**src/rtl/pipe_pkg.sv**
```systemverilog
// Shared definitions for the inter-stage pipeline registers (IF/ID, ID/EX, EX/MEM, MEM/WB).
package pipe_pkg;

    localparam logic [31:0] PC_RESET   = 32'h0000_3000;
    localparam logic [31:0] EXC_PC     = 32'h0000_4180;
    localparam logic [4:0]  EXC_NONE   = 5'd0;
    localparam int          PAYLOAD_IW = 32;
    localparam logic [PAYLOAD_IW-1:0] NOP = '0;

    // Default-width payload bundle for stages that carry a 32-bit instruction.
    typedef struct packed {
        logic [PAYLOAD_IW-1:0] instr;
        logic [31:0]           pc;
        logic [4:0]            exc;
        logic                  bd;
    } pipe_payload_t;

endpackage

```
**src/rtl/pipe_stage_skid_entry.sv**
```systemverilog
// One pipeline entry: payload register plus valid bit, with load / clear / redirect controls.
module stage_entry
    import pipe_pkg::*;
#(
    parameter int          IW      = 32,
    parameter logic [31:0] PC_INIT = pipe_pkg::PC_RESET
) (
    input  logic          clk,
    input  logic          rst_n,
    input  logic          load_i,
    input  logic          clear_i,
    input  logic          redirect_i,
    input  logic [31:0]   redirect_pc_i,
    input  logic [IW-1:0] instr_i,
    input  logic [31:0]   pc_i,
    input  logic [4:0]    exc_i,
    input  logic          bd_i,
    output logic          valid_o,
    output logic [IW-1:0] instr_o,
    output logic [31:0]   pc_o,
    output logic [4:0]    exc_o,
    output logic          bd_o
);

    logic          valid_q, valid_d;
    logic [IW-1:0] instr_q, instr_d;
    logic [31:0]   pc_q, pc_d;
    logic [4:0]    exc_q, exc_d;
    logic          bd_q, bd_d;

    // Clearing zeroes the payload but keeps the PC, so an empty entry reads as a nop bubble.
    always_comb begin
        valid_d = valid_q;
        instr_d = instr_q;
        pc_d    = pc_q;
        exc_d   = exc_q;
        bd_d    = bd_q;
        if (redirect_i || clear_i) begin
            valid_d = 1'b0;
            instr_d = '0;
            exc_d   = EXC_NONE;
            bd_d    = 1'b0;
            if (redirect_i) begin
                pc_d = redirect_pc_i;
            end
        end else if (load_i) begin
            valid_d = 1'b1;
            instr_d = instr_i;
            pc_d    = pc_i;
            exc_d   = exc_i;
            bd_d    = bd_i;
        end
    end

    always_ff @(posedge clk or negedge rst_n) begin
        if (!rst_n) begin
            valid_q <= 1'b0;
            instr_q <= '0;
            pc_q    <= PC_INIT;
            exc_q   <= EXC_NONE;
            bd_q    <= 1'b0;
        end else begin
            valid_q <= valid_d;
            instr_q <= instr_d;
            pc_q    <= pc_d;
            exc_q   <= exc_d;
            bd_q    <= bd_d;
        end
    end

    assign valid_o = valid_q;
    assign instr_o = instr_q;
    assign pc_o    = pc_q;
    assign exc_o   = exc_q;
    assign bd_o    = bd_q;

endmodule

```
**src/rtl/pipe_stage_skid.sv**
```systemverilog
// Valid/ready pipeline register with a one-entry skid buffer, flush and exception redirect.
module pipe_stage_skid
    import pipe_pkg::*;
#(
    parameter int          IW       = 32,
    parameter logic [31:0] PC_RESET = pipe_pkg::PC_RESET,
    parameter logic [31:0] EXC_PC   = pipe_pkg::EXC_PC
) (
    input  logic          clk,
    input  logic          reset,
    input  logic          up_valid,
    output logic          up_ready,
    input  logic [IW-1:0] up_instr,
    input  logic [31:0]   up_pc,
    input  logic [4:0]    up_exc,
    input  logic          up_bd,
    output logic          dn_valid,
    input  logic          dn_ready,
    output logic [IW-1:0] dn_instr,
    output logic [31:0]   dn_pc,
    output logic [4:0]    dn_exc,
    output logic          dn_bd,
    input  logic          flush,
    input  logic          req,
    output logic [1:0]    occupancy
);

    logic          main_valid, skid_valid;
    logic [IW-1:0] skid_instr;
    logic [31:0]   skid_pc;
    logic [4:0]    skid_exc;
    logic          skid_bd;

    logic up_xfer, kill, main_free;
    logic main_load, main_clear, main_redirect;
    logic skid_load, skid_clear;
    logic [IW-1:0] main_src_instr;
    logic [31:0]   main_src_pc;
    logic [4:0]    main_src_exc;
    logic          main_src_bd;

    // up_ready comes straight from the skid valid flop, breaking the dn_ready -> up_ready path.
    assign up_ready  = !skid_valid;
    assign up_xfer   = up_valid && !skid_valid;
    assign kill      = flush || req;
    assign main_free = !main_valid || dn_ready;

    always_comb begin
        main_redirect = req;
        main_clear    = 1'b0;
        main_load     = 1'b0;
        skid_clear    = 1'b0;
        skid_load     = 1'b0;
        if (kill) begin
            main_clear = !req;
            skid_clear = 1'b1;
        end else if (main_free) begin
            main_load  = skid_valid || up_xfer;
            main_clear = !(skid_valid || up_xfer);
            skid_clear = skid_valid;
        end else begin
            skid_load  = up_xfer;
        end
    end

    // The skid entry is always older than anything arriving from upstream.
    always_comb begin
        if (skid_valid) begin
            main_src_instr = skid_instr;
            main_src_pc    = skid_pc;
            main_src_exc   = skid_exc;
            main_src_bd    = skid_bd;
        end else begin
            main_src_instr = up_instr;
            main_src_pc    = up_pc;
            main_src_exc   = up_exc;
            main_src_bd    = up_bd;
        end
    end

    stage_entry #(.IW(IW), .PC_INIT(PC_RESET)) u_main (
        .clk           (clk),
        .rst_n         (reset),
        .load_i        (main_load),
        .clear_i       (main_clear),
        .redirect_i    (main_redirect),
        .redirect_pc_i (EXC_PC),
        .instr_i       (main_src_instr),
        .pc_i          (main_src_pc),
        .exc_i         (main_src_exc),
        .bd_i          (main_src_bd),
        .valid_o       (main_valid),
        .instr_o       (dn_instr),
        .pc_o          (dn_pc),
        .exc_o         (dn_exc),
        .bd_o          (dn_bd)
    );

    stage_entry #(.IW(IW), .PC_INIT(PC_RESET)) u_skid (
        .clk           (clk),
        .rst_n         (reset),
        .load_i        (skid_load),
        .clear_i       (skid_clear),
        .redirect_i    (1'b0),
        .redirect_pc_i (EXC_PC),
        .instr_i       (up_instr),
        .pc_i          (up_pc),
        .exc_i         (up_exc),
        .bd_i          (up_bd),
        .valid_o       (skid_valid),
        .instr_o       (skid_instr),
        .pc_o          (skid_pc),
        .exc_o         (skid_exc),
        .bd_o          (skid_bd)
    );

    assign dn_valid  = main_valid;
    assign occupancy = {1'b0, main_valid} + {1'b0, skid_valid};

endmodule

```
**config.mk**
```make
export PLATFORM = sky130hd
export DESIGN_NAME = pipe_stage_skid
export DESIGN_NICKNAME = d
export VERILOG_FILES = /design/src/rtl/pipe_pkg.sv /design/src/rtl/pipe_stage_skid_entry.sv /design/src/rtl/pipe_stage_skid.sv
export SDC_FILE = /design/constraint.sdc
export NUM_CORES = 1
export LEC_CHECK = 0
export CELL_PAD_IN_SITES_DETAIL_PLACEMENT = 1
export CELL_PAD_IN_SITES_GLOBAL_PLACEMENT = 1
export CORE_MARGIN = 2
export CORE_UTILIZATION = 42
export DETAILED_ROUTE_END_ITERATION = 6
export GPL_ROUTABILITY_DRIVEN = 0
export PLACE_DENSITY = 0.9
export SLEW_MARGIN = 10
export SYNTH_ARGS = -nofsm -noshare
export SYNTH_HDL_FRONTEND = slang
export SYNTH_SLANG_ARGS = --single-unit
export TNS_END_PERCENT = 100
```
**constraint.sdc**
```tcl
create_clock -name clk -period 3.55 [get_ports clk]
set_input_delay 0.5325 -clock clk [delete_from_list [all_inputs] [get_ports clk]]
set_output_delay 0.5325 -clock clk [all_outputs]
set_load 0.02 [all_outputs]
```
==> impl_metrics.toml <==
[power_and_ir_drop]
power_switching_uw = 888
switching_share = 0.238
power.density_nw_per_um2 = 464
p_leak_uw = 0.00343
max-vdd-ir-drop_mv = 0.318
sequentialPowerShare = 0.469
p_clk_frac = 0.430
p_int_uw = 2850
power_frac_comb = 0.101

[worst_setup_path]
rrSetupSlack_ns = 1.43
crit_path_end_kind = "output port"
crit_path_cell_trace = "ha_1 -> clkdlybuf4s50_1"
path_delay_family = "flip-flops"
crit_slowest_cell = "dfrtp_4"
r2r_end = "u_main.instr_o[8]$_DFFE_PN0P_"
reg2reg_from = "u_skid.valid_o$_DFFE_PN0P_"
crit_buf_inv = 1
reg2regPathDepth = 3
worst-endpoint-required_ns = 3.02
worstSetupStartpointType = "register"
crit_path_max_fanout = 46
path_class = "reg2out"
cp.arrival_ns = 2.25
slowest_delay_ns = 0.92

[global_routing]
grt_pass1_vias = 4704
grtUsageMet2 = 0.361
grt-ovfl-total = 0
grt.busiest_layer = "met2"
use_met3 = 0.0832
grt_first_pass_wirelength_um = 25300
grt_use_total = 0.223
antenna_found_initial = 0
grt_max_degree = 93
grt_use_met1 = 0.277

[finish]
drive_gt1_frac = 0.0853
final_common_cell = "clkdlybuf4s50_1"
final_cell_mix = "148 x clkdlybuf4s50_1, 137 x dfrtp_1, 66 x mux2i_1, 40 x nand2_1, 39 x o21ai_0"
nFillCells = 1365
fin_cells = 778
nets = 663
final_core_util = 0.586
synthToLayoutAreaGrowth_pct = 36.9
n_antenna_cell = 0

[floorplanning]
die-area_um2 = 15000
die_h_um = 122
core_um2 = 13800
start_util = 0.428
io_pins = 150
row_count = 43
dieWidth_um = 122

[synthesis]
syn-num-nets = 521
ys_types = 30
yosysSeqAreaShare = 0.604
synth_top_area_share = 0.586
synth_area_leaders = "dfrtp_1 59%, mux2i_1 11%, mux2_1 6.1%"
ys_ff_latch = 142
syn_area_um2 = 5890
synth_top_area_cell = "dfrtp_1"
synth_area_per_cell_um2 = 13.3
postSynthCellCount = 444
synth-warning-count = 0

[run]
maxCapViolations = 0

[drt]
wl_per_cell_um = 20.2
drc = 0
wl_um = 15700
drt_pass1_iterations = 4
drtIter0Drc = 232
dr_total_vias = 4228
ant_nets = 0
avgViaCountPerCell = 5.43

[sta]
fin_crit_sh = 0.783
layout_setup_ws_ns = 0.770
max_freq_ghz = 0.360
grt_setup_unrepaired = "no"
worstMarginPinSlew_ns = 0.846
hold_viol = 0
whs_ns = 0.189
fin_setup_tns_ns = 0
fin_crit_ns = 2.78
finClkSkew_ns = 0.00561
slew_violations = 0
setup_viol = 0
relSlewSlack = 0.436

[placement]
hpwl_um = 9770
dp.cells = 747
dp_slack_ns = 1.05
numPortBuffers = 149

[run_status]
status = "completed"

[worst_hold_path]
min_path_type = "in2async"

[clock_tree]
h-tree-depth = 4
post_cts_buffers = 0
root_buffer = "clkbuf_16"
clock-sinks = 142
clk_path_buf_depth = 2
holdBufCountCts = 0
clk_pin_slew_ns = 0.06
clkLatencyLatePin_ns = 0.42
cts_buffers = 17
cts_tree = "built"
cts_resized = 0
[cell usage after synthesis, drive strengths merged]
cell	instances
dfstp	4
nor3	1
mux2i	66
nand2b	1
ha	1
o211ai	1
clkbuf	8
a211oi	1
nor2	2
a22o	38
o21ba	1
o2bb2ai	28
a32o	1
dfrtp	138
and3	1
nand2	40
o21ai	39
buf	26
inv	4
or2	1
a2bb2oi	3
mux2	35
a21oi	2
nor4b	1
nor4bb	1
[final cells by class]
class	instances	area (µm²)	share of cell area
Tap cell	180	225	0.0279
Sequential cell	142	3560	0.442
Timing Repair Buffer	157	1590	0.197
Multi-Input combinational cell	264	2140	0.266
Inverter	4	15.0	0.00186
Clock buffer	23	488	0.0605
Clock inverter	8	40.0	0.00496
[power groups by stage]
stage / clock (µW) / sequential, µW / combinational (µW)
2_1_floorplan: 0 / 1800 / 114
3_3_place_gp: 0 / 1770 / 363
3_5_place_dp: 0 / 1780 / 377
4_1_cts: 1640 / 1760 / 382
5_1_grt: 1720 / 1770 / 407
6_report: 1610 / 1750 / 376
[state kept, by name, indices dropped and copies added, names as in the netlist]
| signal | count |
|---|---|
| u_main.exc_o | 5 |
| u_main.pc_o | 32 |
| u_main.instr_o | 32 |
| u_skid.instr_o | 32 |
| u_main.bd_o | 1 |
| u_main.valid_o | 1 |
| u_skid.bd_o | 1 |
| u_skid.valid_o | 1 |
| u_skid.pc_o | 32 |
| u_skid.exc_o | 5 |
[worst max-delay path by stage]
stage,start,to,cells after the start
floorplan,req,u_skid.pc_o[29]$_DFFE_PN0P_,5
global placement,req,u_skid.pc_o[19]$_DFFE_PN0P_,5
detailed placement,req,u_skid.pc_o[6]$_DFFE_PN0P_,5
CTS,u_skid.valid_o$_DFFE_PN0P_,occupancy[0],2
global route,u_skid.valid_o$_DFFE_PN0P_,occupancy[0],2
finish,u_skid.valid_o$_DFFE_PN0P_,occupancy[0],2
[cells by family after synthesis]
| family | Yosys count | synth area share |
|---|---|---|
| AO/OA/AOI/OAI | 114 | 0.145 |
| adder cells (fa/ha/maj) | 1 | 0.00212 |
| buffers and inverters | 38 | 0.0348 |
| flip-flops | 142 | 0.604 |
| multiplexers | 101 | 0.179 |
| AND/OR/NAND/NOR | 48 | 0.0350 |
[routing by layer]
metal	part of all wire	wire [µm]
met4	0.016	256
met1	0.43	6710
met2	0.49	7660
met3	0.069	1090
met5	0	0
[stage by stage]
stage | cell area [µm²] | power, µW
after floorplan | 5890 | 1920
after global placement | 7540 | 2140
after detailed placement | 7540 | 2160
after CTS | 8070 | 3780
after global routing | 8070 | 3890
final | 8070 | 3740
Power figures use the tool's default switching activity.
